`src/rtl/wb_ic_rr_nxm.sv`:
```
// N x M Wishbone crossbar with per-slave round-robin arbitration, unmapped-address error responder and ACK watchdog.
// Grant registered one cycle after request; data path is combinational once granted; stalls follow the slave's ack.
module wb_ic_rr_nxm #(
   parameter int N_MASTERS      = 2,
   parameter int N_SLAVES       = 4,
   parameter int WB_ADDR_WIDTH  = 32,
   parameter int WB_DATA_WIDTH  = 32,
   parameter logic [N_SLAVES*WB_ADDR_WIDTH-1:0] SLAVE_ADDR_BASE  = '0,
   parameter logic [N_SLAVES*WB_ADDR_WIDTH-1:0] SLAVE_ADDR_LIMIT = '0,
   parameter int TIMEOUT_CYCLES = 255
) (
   input  logic                                    clock,
   input  logic                                    reset,
   input  logic [N_MASTERS*WB_ADDR_WIDTH-1:0]      m_adr,
   input  logic [N_MASTERS*WB_DATA_WIDTH-1:0]      m_dat_w,
   input  logic [N_MASTERS*(WB_DATA_WIDTH/8)-1:0]  m_sel,
   input  logic [N_MASTERS-1:0]                    m_cyc,
   input  logic [N_MASTERS-1:0]                    m_stb,
   input  logic [N_MASTERS-1:0]                    m_we,
   output logic [N_MASTERS*WB_DATA_WIDTH-1:0]      m_dat_r,
   output logic [N_MASTERS-1:0]                    m_ack,
   output logic [N_MASTERS-1:0]                    m_err,
   output logic [N_SLAVES*WB_ADDR_WIDTH-1:0]       s_adr,
   output logic [N_SLAVES*WB_DATA_WIDTH-1:0]       s_dat_w,
   output logic [N_SLAVES*(WB_DATA_WIDTH/8)-1:0]   s_sel,
   output logic [N_SLAVES-1:0]                     s_cyc,
   output logic [N_SLAVES-1:0]                     s_stb,
   output logic [N_SLAVES-1:0]                     s_we,
   input  logic [N_SLAVES*WB_DATA_WIDTH-1:0]       s_dat_r,
   input  logic [N_SLAVES-1:0]                     s_ack,
   input  logic [N_SLAVES-1:0]                     s_err
);

   localparam int AW   = WB_ADDR_WIDTH;
   localparam int DW   = WB_DATA_WIDTH;
   localparam int SELW = DW / 8;
   localparam int MW   = (N_MASTERS > 1) ? $clog2(N_MASTERS) : 1;
   localparam int SW   = (N_SLAVES > 1) ? $clog2(N_SLAVES) : 1;
   localparam int CW   = (TIMEOUT_CYCLES > 0) ? $clog2(TIMEOUT_CYCLES + 1) : 1;
   localparam logic [CW-1:0] TO_VAL = CW'(TIMEOUT_CYCLES);

   typedef enum logic [1:0] {ST_IDLE, ST_WAIT, ST_OWN, ST_UNMAP} mst_state_t;

   mst_state_t           state   [N_MASTERS];
   logic [SW-1:0]        tgt     [N_MASTERS];
   logic [N_MASTERS-1:0] err_q;
   logic [N_MASTERS-1:0] unmap_err;
   logic [N_MASTERS-1:0] dec_hit;
   logic [SW-1:0]        dec_idx [N_MASTERS];

   logic [N_MASTERS-1:0] req     [N_SLAVES];
   logic [N_SLAVES-1:0]  gnt_vld;
   logic [MW-1:0]        gnt_idx [N_SLAVES];
   logic [MW-1:0]        ptr     [N_SLAVES];
   logic [MW-1:0]        pick    [N_SLAVES];
   logic [N_SLAVES-1:0]  found;
   logic [N_SLAVES-1:0]  rel;
   logic [N_SLAVES-1:0]  gnt_chg;
   logic [MW-1:0]        cand;

   logic [CW-1:0]        wd_cnt  [N_SLAVES];
   logic [N_SLAVES-1:0]  stall;
   logic [N_SLAVES-1:0]  fire;

   // Address decode: scanning downward lets the lowest matching slave win.
   always_comb begin
      for (int i = 0; i < N_MASTERS; i++) begin
         dec_hit[i] = 1'b0;
         dec_idx[i] = '0;
         for (int j = N_SLAVES - 1; j >= 0; j--) begin
            if (m_adr[i*AW +: AW] >= SLAVE_ADDR_BASE[j*AW +: AW] &&
                m_adr[i*AW +: AW] <= SLAVE_ADDR_LIMIT[j*AW +: AW]) begin
               dec_hit[i] = 1'b1;
               dec_idx[i] = SW'(j);
            end
         end
      end
   end

   // A master entering WAIT this edge already requests, giving the one-cycle grant latency.
   always_comb begin
      for (int j = 0; j < N_SLAVES; j++) begin
         for (int i = 0; i < N_MASTERS; i++) begin
            req[j][i] = m_cyc[i] &&
                        ((state[i] == ST_WAIT && tgt[i] == SW'(j)) ||
                         (state[i] == ST_IDLE && m_stb[i] && dec_hit[i] && dec_idx[i] == SW'(j)));
         end
      end
   end

   always_comb begin
      cand = '0;
      for (int j = 0; j < N_SLAVES; j++) begin
         rel[j]   = 1'b0;
         found[j] = 1'b0;
         pick[j]  = '0;
         for (int i = 0; i < N_MASTERS; i++) begin
            if (gnt_vld[j] && gnt_idx[j] == MW'(i) && !m_cyc[i])
               rel[j] = 1'b1;
         end
         for (int k = 0; k < N_MASTERS; k++) begin
            cand = MW'((int'(ptr[j]) + k) % N_MASTERS);
            for (int i = 0; i < N_MASTERS; i++) begin
               if (!found[j] && cand == MW'(i) && req[j][i]) begin
                  found[j] = 1'b1;
                  pick[j]  = MW'(i);
               end
            end
         end
         gnt_chg[j] = rel[j] || (!gnt_vld[j] && found[j]);
      end
   end

   always_ff @(posedge clock) begin
      if (reset) begin
         gnt_vld <= '0;
         for (int j = 0; j < N_SLAVES; j++) begin
            gnt_idx[j] <= '0;
            ptr[j]     <= '0;
         end
      end else begin
         for (int j = 0; j < N_SLAVES; j++) begin
            if (!gnt_vld[j] || rel[j]) begin
               gnt_vld[j] <= found[j];
               if (found[j]) begin
                  gnt_idx[j] <= pick[j];
                  ptr[j]     <= MW'((int'(pick[j]) + 1) % N_MASTERS);
               end
            end
         end
      end
   end

   always_comb begin
      for (int i = 0; i < N_MASTERS; i++)
         unmap_err[i] = (state[i] == ST_UNMAP) && m_cyc[i] && m_stb[i] && !err_q[i];
   end

   always_ff @(posedge clock) begin
      if (reset) begin
         err_q <= '0;
         for (int i = 0; i < N_MASTERS; i++) begin
            state[i] <= ST_IDLE;
            tgt[i]   <= '0;
         end
      end else begin
         err_q <= unmap_err;
         for (int i = 0; i < N_MASTERS; i++) begin
            case (state[i])
               ST_IDLE: begin
                  if (m_cyc[i] && m_stb[i]) begin
                     if (dec_hit[i]) begin
                        state[i] <= ST_WAIT;
                        tgt[i]   <= dec_idx[i];
                     end else begin
                        state[i] <= ST_UNMAP;
                     end
                  end
               end
               ST_WAIT: begin
                  if (!m_cyc[i])
                     state[i] <= ST_IDLE;
                  else if (gnt_vld[tgt[i]] && gnt_idx[tgt[i]] == MW'(i))
                     state[i] <= ST_OWN;
               end
               default: begin
                  if (!m_cyc[i])
                     state[i] <= ST_IDLE;
               end
            endcase
         end
      end
   end

   // Watchdog expiry suppresses the slave strobe for the cycle the error is returned.
   always_comb begin
      s_adr   = '0;
      s_dat_w = '0;
      s_sel   = '0;
      s_cyc   = '0;
      s_stb   = '0;
      s_we    = '0;
      m_dat_r = '0;
      m_ack   = '0;
      m_err   = unmap_err;
      stall   = '0;
      fire    = '0;
      for (int j = 0; j < N_SLAVES; j++) begin
         for (int i = 0; i < N_MASTERS; i++) begin
            if (gnt_vld[j] && gnt_idx[j] == MW'(i)) begin
               fire[j]  = (TIMEOUT_CYCLES != 0) && (wd_cnt[j] == TO_VAL);
               stall[j] = m_cyc[i] && m_stb[i] && !s_ack[j] && !s_err[j];
               s_adr[j*AW +: AW]       = m_adr[i*AW +: AW];
               s_dat_w[j*DW +: DW]     = m_dat_w[i*DW +: DW];
               s_sel[j*SELW +: SELW]   = m_sel[i*SELW +: SELW];
               s_cyc[j]                = m_cyc[i];
               s_stb[j]                = m_stb[i] && !fire[j];
               s_we[j]                 = m_we[i];
               m_dat_r[i*DW +: DW]     = s_dat_r[j*DW +: DW];
               m_ack[i]                = s_ack[j];
               m_err[i]                = s_err[j] || fire[j];
            end
         end
      end
   end

   always_ff @(posedge clock) begin
      if (reset) begin
         for (int j = 0; j < N_SLAVES; j++)
            wd_cnt[j] <= '0;
      end else begin
         for (int j = 0; j < N_SLAVES; j++) begin
            if (fire[j] || gnt_chg[j] || s_ack[j] || s_err[j])
               wd_cnt[j] <= '0;
            else if (stall[j] && TIMEOUT_CYCLES != 0)
               wd_cnt[j] <= wd_cnt[j] + 1'b1;
         end
      end
   end

endmodule
```
`config.mk`:
```
export PLATFORM = sky130hd
export DESIGN_NAME = wb_ic_rr_nxm
export DESIGN_NICKNAME = d
export VERILOG_FILES = /design/src/rtl/wb_ic_rr_nxm.sv
export SDC_FILE = /design/constraint.sdc
export NUM_CORES = 1
export LEC_CHECK = 0
export CORE_AREA = 2 2 247 249
export DETAILED_ROUTE_END_ITERATION = 10
export DIE_AREA = 0 0 249 251
export MAX_ROUTING_LAYER = met4
export SLEW_MARGIN = 20
export SYNTH_ARGS = -nofsm -noshare
export SYNTH_HDL_FRONTEND = slang
export SYNTH_SLANG_ARGS = --single-unit
```
`constraint.sdc`:
```
create_clock -name clock -period 5 [get_ports clock]
set_input_delay 1 -clock clock [delete_from_list [all_inputs] [get_ports clock]]
set_output_delay 1 -clock clock [all_outputs]
set_load 0.05 [all_outputs]
```
# Word-level counts from Yosys, hierarchy flattened
# Memories as Yosys holds them, arrays and structs flattened.
# Cells that the tools add are included.
# op_classes
n_bitwise	39
n_addsub	12
n_lt_le_gt_ge	6
n_eq_ne	14
n_reduce_logical	168
n_mux	246
# op_table
cell	n
32-bit 2-to-1 mux	24
1-bit 2-to-1 mux	194
1-bit logical AND	104
32-bit by 1-bit greater-or-equal comparator with 1-bit output, second input constant	2
32-bit by 1-bit <= comparator with 1-bit output, second input constant	2
8-bit 2-to-1 mux	8
8-bit by 1-bit adder with 8-bit output, second input constant	4
8-bit == test, second input constant	4
1-bit zero test	32
4-bit 2-to-1 mux	8
1-bit logical OR	26
1-bit OR	26
2-bit 2-to-1 mux	10
1-bit NOT	13
1-bit adder, second input constant	8
2-bit == test, both inputs constant	4
2-bit by 3-bit < comparator with 1-bit output, both inputs constant	2
1-bit binary-select mux with 2-bit select	2
2-bit by 1-bit == test with 1-bit output, both inputs constant	2
2-bit by 1-bit == test with 1-bit output, second input constant	2
2-bit == test, second input constant	2
2-bit zero test	2
2-bit zero test, first input constant	2
2-bit OR reduction	2
# word_totals
memories	4
reg_bits	6
mem_bits_rw	44
in_bits	280
output_inout_bits	352
word_cells	494
# memory_table
memory	depth	width	read_ports	rd_ports_with_merged_regs	write_ports	line_no	rtl
wd_cnt	4	8	4	0	4	61	logic [CW-1:0] wd_cnt [N_SLAVES];
gnt_idx	4	1	4	0	4	53	logic [MW-1:0] gnt_idx [N_SLAVES];
ptr	4	1	4	0	4	54	logic [MW-1:0] ptr [N_SLAVES];
state	2	2	2	0	2	44	mst_state_t state [N_MASTERS];

# Depth between registers and ports, before layout
# logic_depth
depth_word	30
ltp_mapped	7
ltp_nobuf	6

# Worst setup path after synthesis
# Ideal clock, no wire load.
# synth_timing
path_type	input to output
startpoint	input port m_cyc[0]
endpoint	output port m_err[0]
stages	3
t_arrival_ps	2510
setup_slack_ps	1490
required_ps	4000
path_buffers	0
cell_sequence	nand2_1 > or3_1 > o21ai_0
# synth_between
elab_chain_cells	7
# synth_rtl
item	line_no	rtl
from (decl)	17	input logic [N_MASTERS-1:0] m_cyc,
1-bit logical AND (3 in series)	136	unmap_err[i] = (state[i] == ST_UNMAP) && m_cyc[i] && m_stb[i] && !err_q[i];
1-bit 2-to-1 mux (4 in series)	190	if (gnt_vld[j] && gnt_idx[j] == MW'(i)) begin
to (decl)	22	output logic [N_MASTERS-1:0] m_err,
# No other way between the ends.

# Worst setup path in the final report
# layout_timing
startpoint	input port m_cyc[1]
endpoint	output port m_err[1]
# Same word-level chain as after synthesis.

==> results.md <==
- Reg2Reg Launch Point: gnt_vld[0]
- Synth warn: 0
- MaxCap Viol Count: 0
- Pre-Repair DR Iteration Count: 4
- Crit path max fanout: 7
- Antenna Cells: 0
- First-pass GRT wire length: 23540 um
- Clk sink count: 17
- Hold Path Class: reg -> reg
- Post-CTS Setup Repair Bufs: 0
- Met2 Wirelength: 8390 um
- Final number of hold-violating endpoints: 0
- Critical path depth: 5
- Row cnt: 90
- Worst skew pair latency: 0.25 ns
- CP max stage delay: 0.82 ns
- Post-synth top area cell: buf_4
- Vias in the first global route: 3900
- DR WL met3: 1015 um
- Initial core utilization: 0.07181
- Final net count: 1164
- ANT nets after route: 0
- M1 WL: 7461 um
- Yosys top cell area share: 0.3759
- Die height: 251 um
- Die Span X: 249 um
- Status: complete, no violations
- WP data required: 4.00 ns
- Reg2reg end: state[1][0]
- TNS Setup: 0 ns
- Number of synthesized flops with an enable pin: 14
- H-tree depth: 1
- CTS Hold Bufs: 0
- IO Pins: 632
- WL final: 17050 um
- Post-synth top cells: buf_4, nor2_1, mux2i_1, and2_1, and3_1
- Mapped Area: 4294 um2
- Crit path kind: in -> out
- FF-to-FF path depth: 6
- Synth-to-Final Area Change: 86.51%
- Syn Area/Cell: 7.366 um2
- Post-DP HPWL: 14750 um
- Count of cell types in the netlist: 45
- GRT Overall Usage: 0.04978
- CP max stage cell: clkdlybuf4s50_1
- PortBufs: 316
- Initial antenna violation count: 1
- Synth Instances: 583
- Die area: 62500 um2
- Top post-synthesis cells by area: buf_4, mux2i_1, edfxtp_1
- Prevailing post-synth register cell: edfxtp_1
- Worst Skew: 0.004306 ns
- Post-synthesis sequential area ratio: 0.1119
- Seq cells post-synth: 17
- Post_cts resized: 0
- Final Max Slew Viols: 0
- Largest net degree at the start of global routing: 71
- Minimum clock period: 3.915 ns
- RSZ-0062 raised after global routing: false
- Top-count cell post-synth: buf_4
- CTS tree: yes
- Final setup fails: 0
- Layout cells sized above 1: 0.06576
- Crit path buffers/inverters: 2
- F_max: 0.2554 GHz
- Largest delay share family, worst path: buffers and inverters
- CP Launch Type: input port
- Worst-path clk slew: 0.05 ns
- Seq. cell area: 480.5 um2
- Reg-to-reg setup timing slack: 2.84 ns
- Clk buf depth: 2
- Pre-CTS worst setup slack: 1.070 ns
- Vias per cell: 2.606
- Ys async rst share: 0
- Final WS setup: 1.085 ns
- Routed len/inst: 10.25 um
- Pwr/cell area: 193.1 nW/um2
- First-iteration detailed-routing DRC count: 173
- Peak VDD IR: 0.0001382 V
- Slew HR: 0.5872
- Worst slew pin tran: 0.6183 ns
- Pleak: 0.003188 uW
- Setup crit end: m_err[1]
- Crit end category: output port
- CP Launch Point: m_cyc[1]
- Critical path arrival: 2.92 ns
- Num CTS Buffers: 3
- Uppermost layer routed: met4
- Root buf cell: clkbuf_16
- DRC errors left: 0
- Core area: 59790 um2
- Crit-path cells: clkdlybuf4s50_1, nand2_1, nand4bb_1, o21ai_0, clkdlybuf4s50_1
- Final period utilization: 0.7831
- Final Core Density: 0.1339
- Most used cell, CP: clkdlybuf4s50_1
- Multi-input logic area: 2864 um2
- Grt ovf: 0
- DR vias: 4336
- Filler instances: 6884
- Final Wtd Congestion: 0.7497
==> logic make-up after synthesis <==
group,Yosys count,share of synthesized area
buffers and inverters,247,0.4065
and+or+nand+nor,218,0.2611
muxes,70,0.1632
AOI/OAI and AO/OA,23,0.04138
DFF,17,0.1119
xor gates and xnor gates,6,0.01224
adders and majority gates,1,0.002913
other,1,0.0008733
==> how the worst min path moves through the flow <==
stage              from  endpoint  slack (ns)  cells past startpoint
5_1_grt        err_q[1]  err_q[1]        0.55                      2
3_3_place_gp   err_q[0]  err_q[0]        0.50                      2
6_report       err_q[0]  err_q[0]        0.51                      2
3_5_place_dp   err_q[0]  err_q[0]        0.50                      2
4_1_cts        err_q[0]  err_q[0]        0.51                      2
2_1_floorplan  err_q[0]  err_q[0]        0.46                      2
==> sequential cells by signal, summed over array words and instances, names as in the netlist <==
| signal | cells |
|---|---|
| gnt_idx | 1 |
| err_q | 2 |
| ptr | 1 |
| gnt_vld | 1 |
| state | 4 |
| wd_cnt | 8 |
==> routing by layer <==
metal  vias to the layer above  GRT usage
li1                       2114          -
met5                         -          -
met2                       281    0.08555
met1                      1931    0.06530
met3                        10   0.003727
met4                         0   0.006580
==> power breakdown <==
group	internal (uW)	total (uW)	switching, uW
Sequential	169	183	14.3
Combinational	369	1200	834
Clock	107	161	53.8
Total	644	1550	903
==> final cells by class <==
| class | instances | share of cell area |
|---|---|---|
| Timing Repair Buffer | 324 | 0.4474 |
| Inverter | 6 | 0.002812 |
| Tap cell | 782 | 0.1222 |
| Clock buffer | 3 | 0.009374 |
| Clock inverter | 1 | 0.0006249 |
| Multi-Input combinational cell | 531 | 0.3576 |
| Sequential cell | 17 | 0.05999 |
==> worst reg2reg max path: cells and delay by family (launching register included) <==
family / cells / cell delay [ns]
buffers and inverters: 2 / 0.72
AND/OR/NAND/NOR: 1 / 0.11
AO/OA/AOI/OAI: 3 / 0.79
flip-flops: 1 / 0.29
==> layout by cell type, fill, tap and decap left out, drive strengths merged, types with 2 or more instances in the layout <==
cell / n
and3: 33
nor3: 4
conb: 213
nand2: 15
nor4: 17
a21oi: 4
buf: 44
nand2b: 2
inv: 6
nor2: 95
and2: 34
xnor2: 3
o21ai: 7
clkdlybuf4s50: 280
edfxtp: 14
dfxtp: 3
clkbuf: 3
xor2: 3
mux2i: 70
nand3: 6
nor2b: 2
nand4: 4
o31ai: 3
==> stage by stage <==
step | total power (uW) | cell area [um2] | hold slack (ns) | instances
after floorplan | 1117 | 5090 | 0.4610 | 795
after global placement | 1396 | 7929 | 0.4968 | 1660
after detailed placement | 1395 | 7929 | 0.4976 | 1660
after CTS | 1559 | 8009 | 0.5062 | 1664
after global routing | 1619 | 8009 | 0.5512 | 1664
final | 1547 | 8009 | 0.5097 | 1664
(Power assumes the default switching activity.)
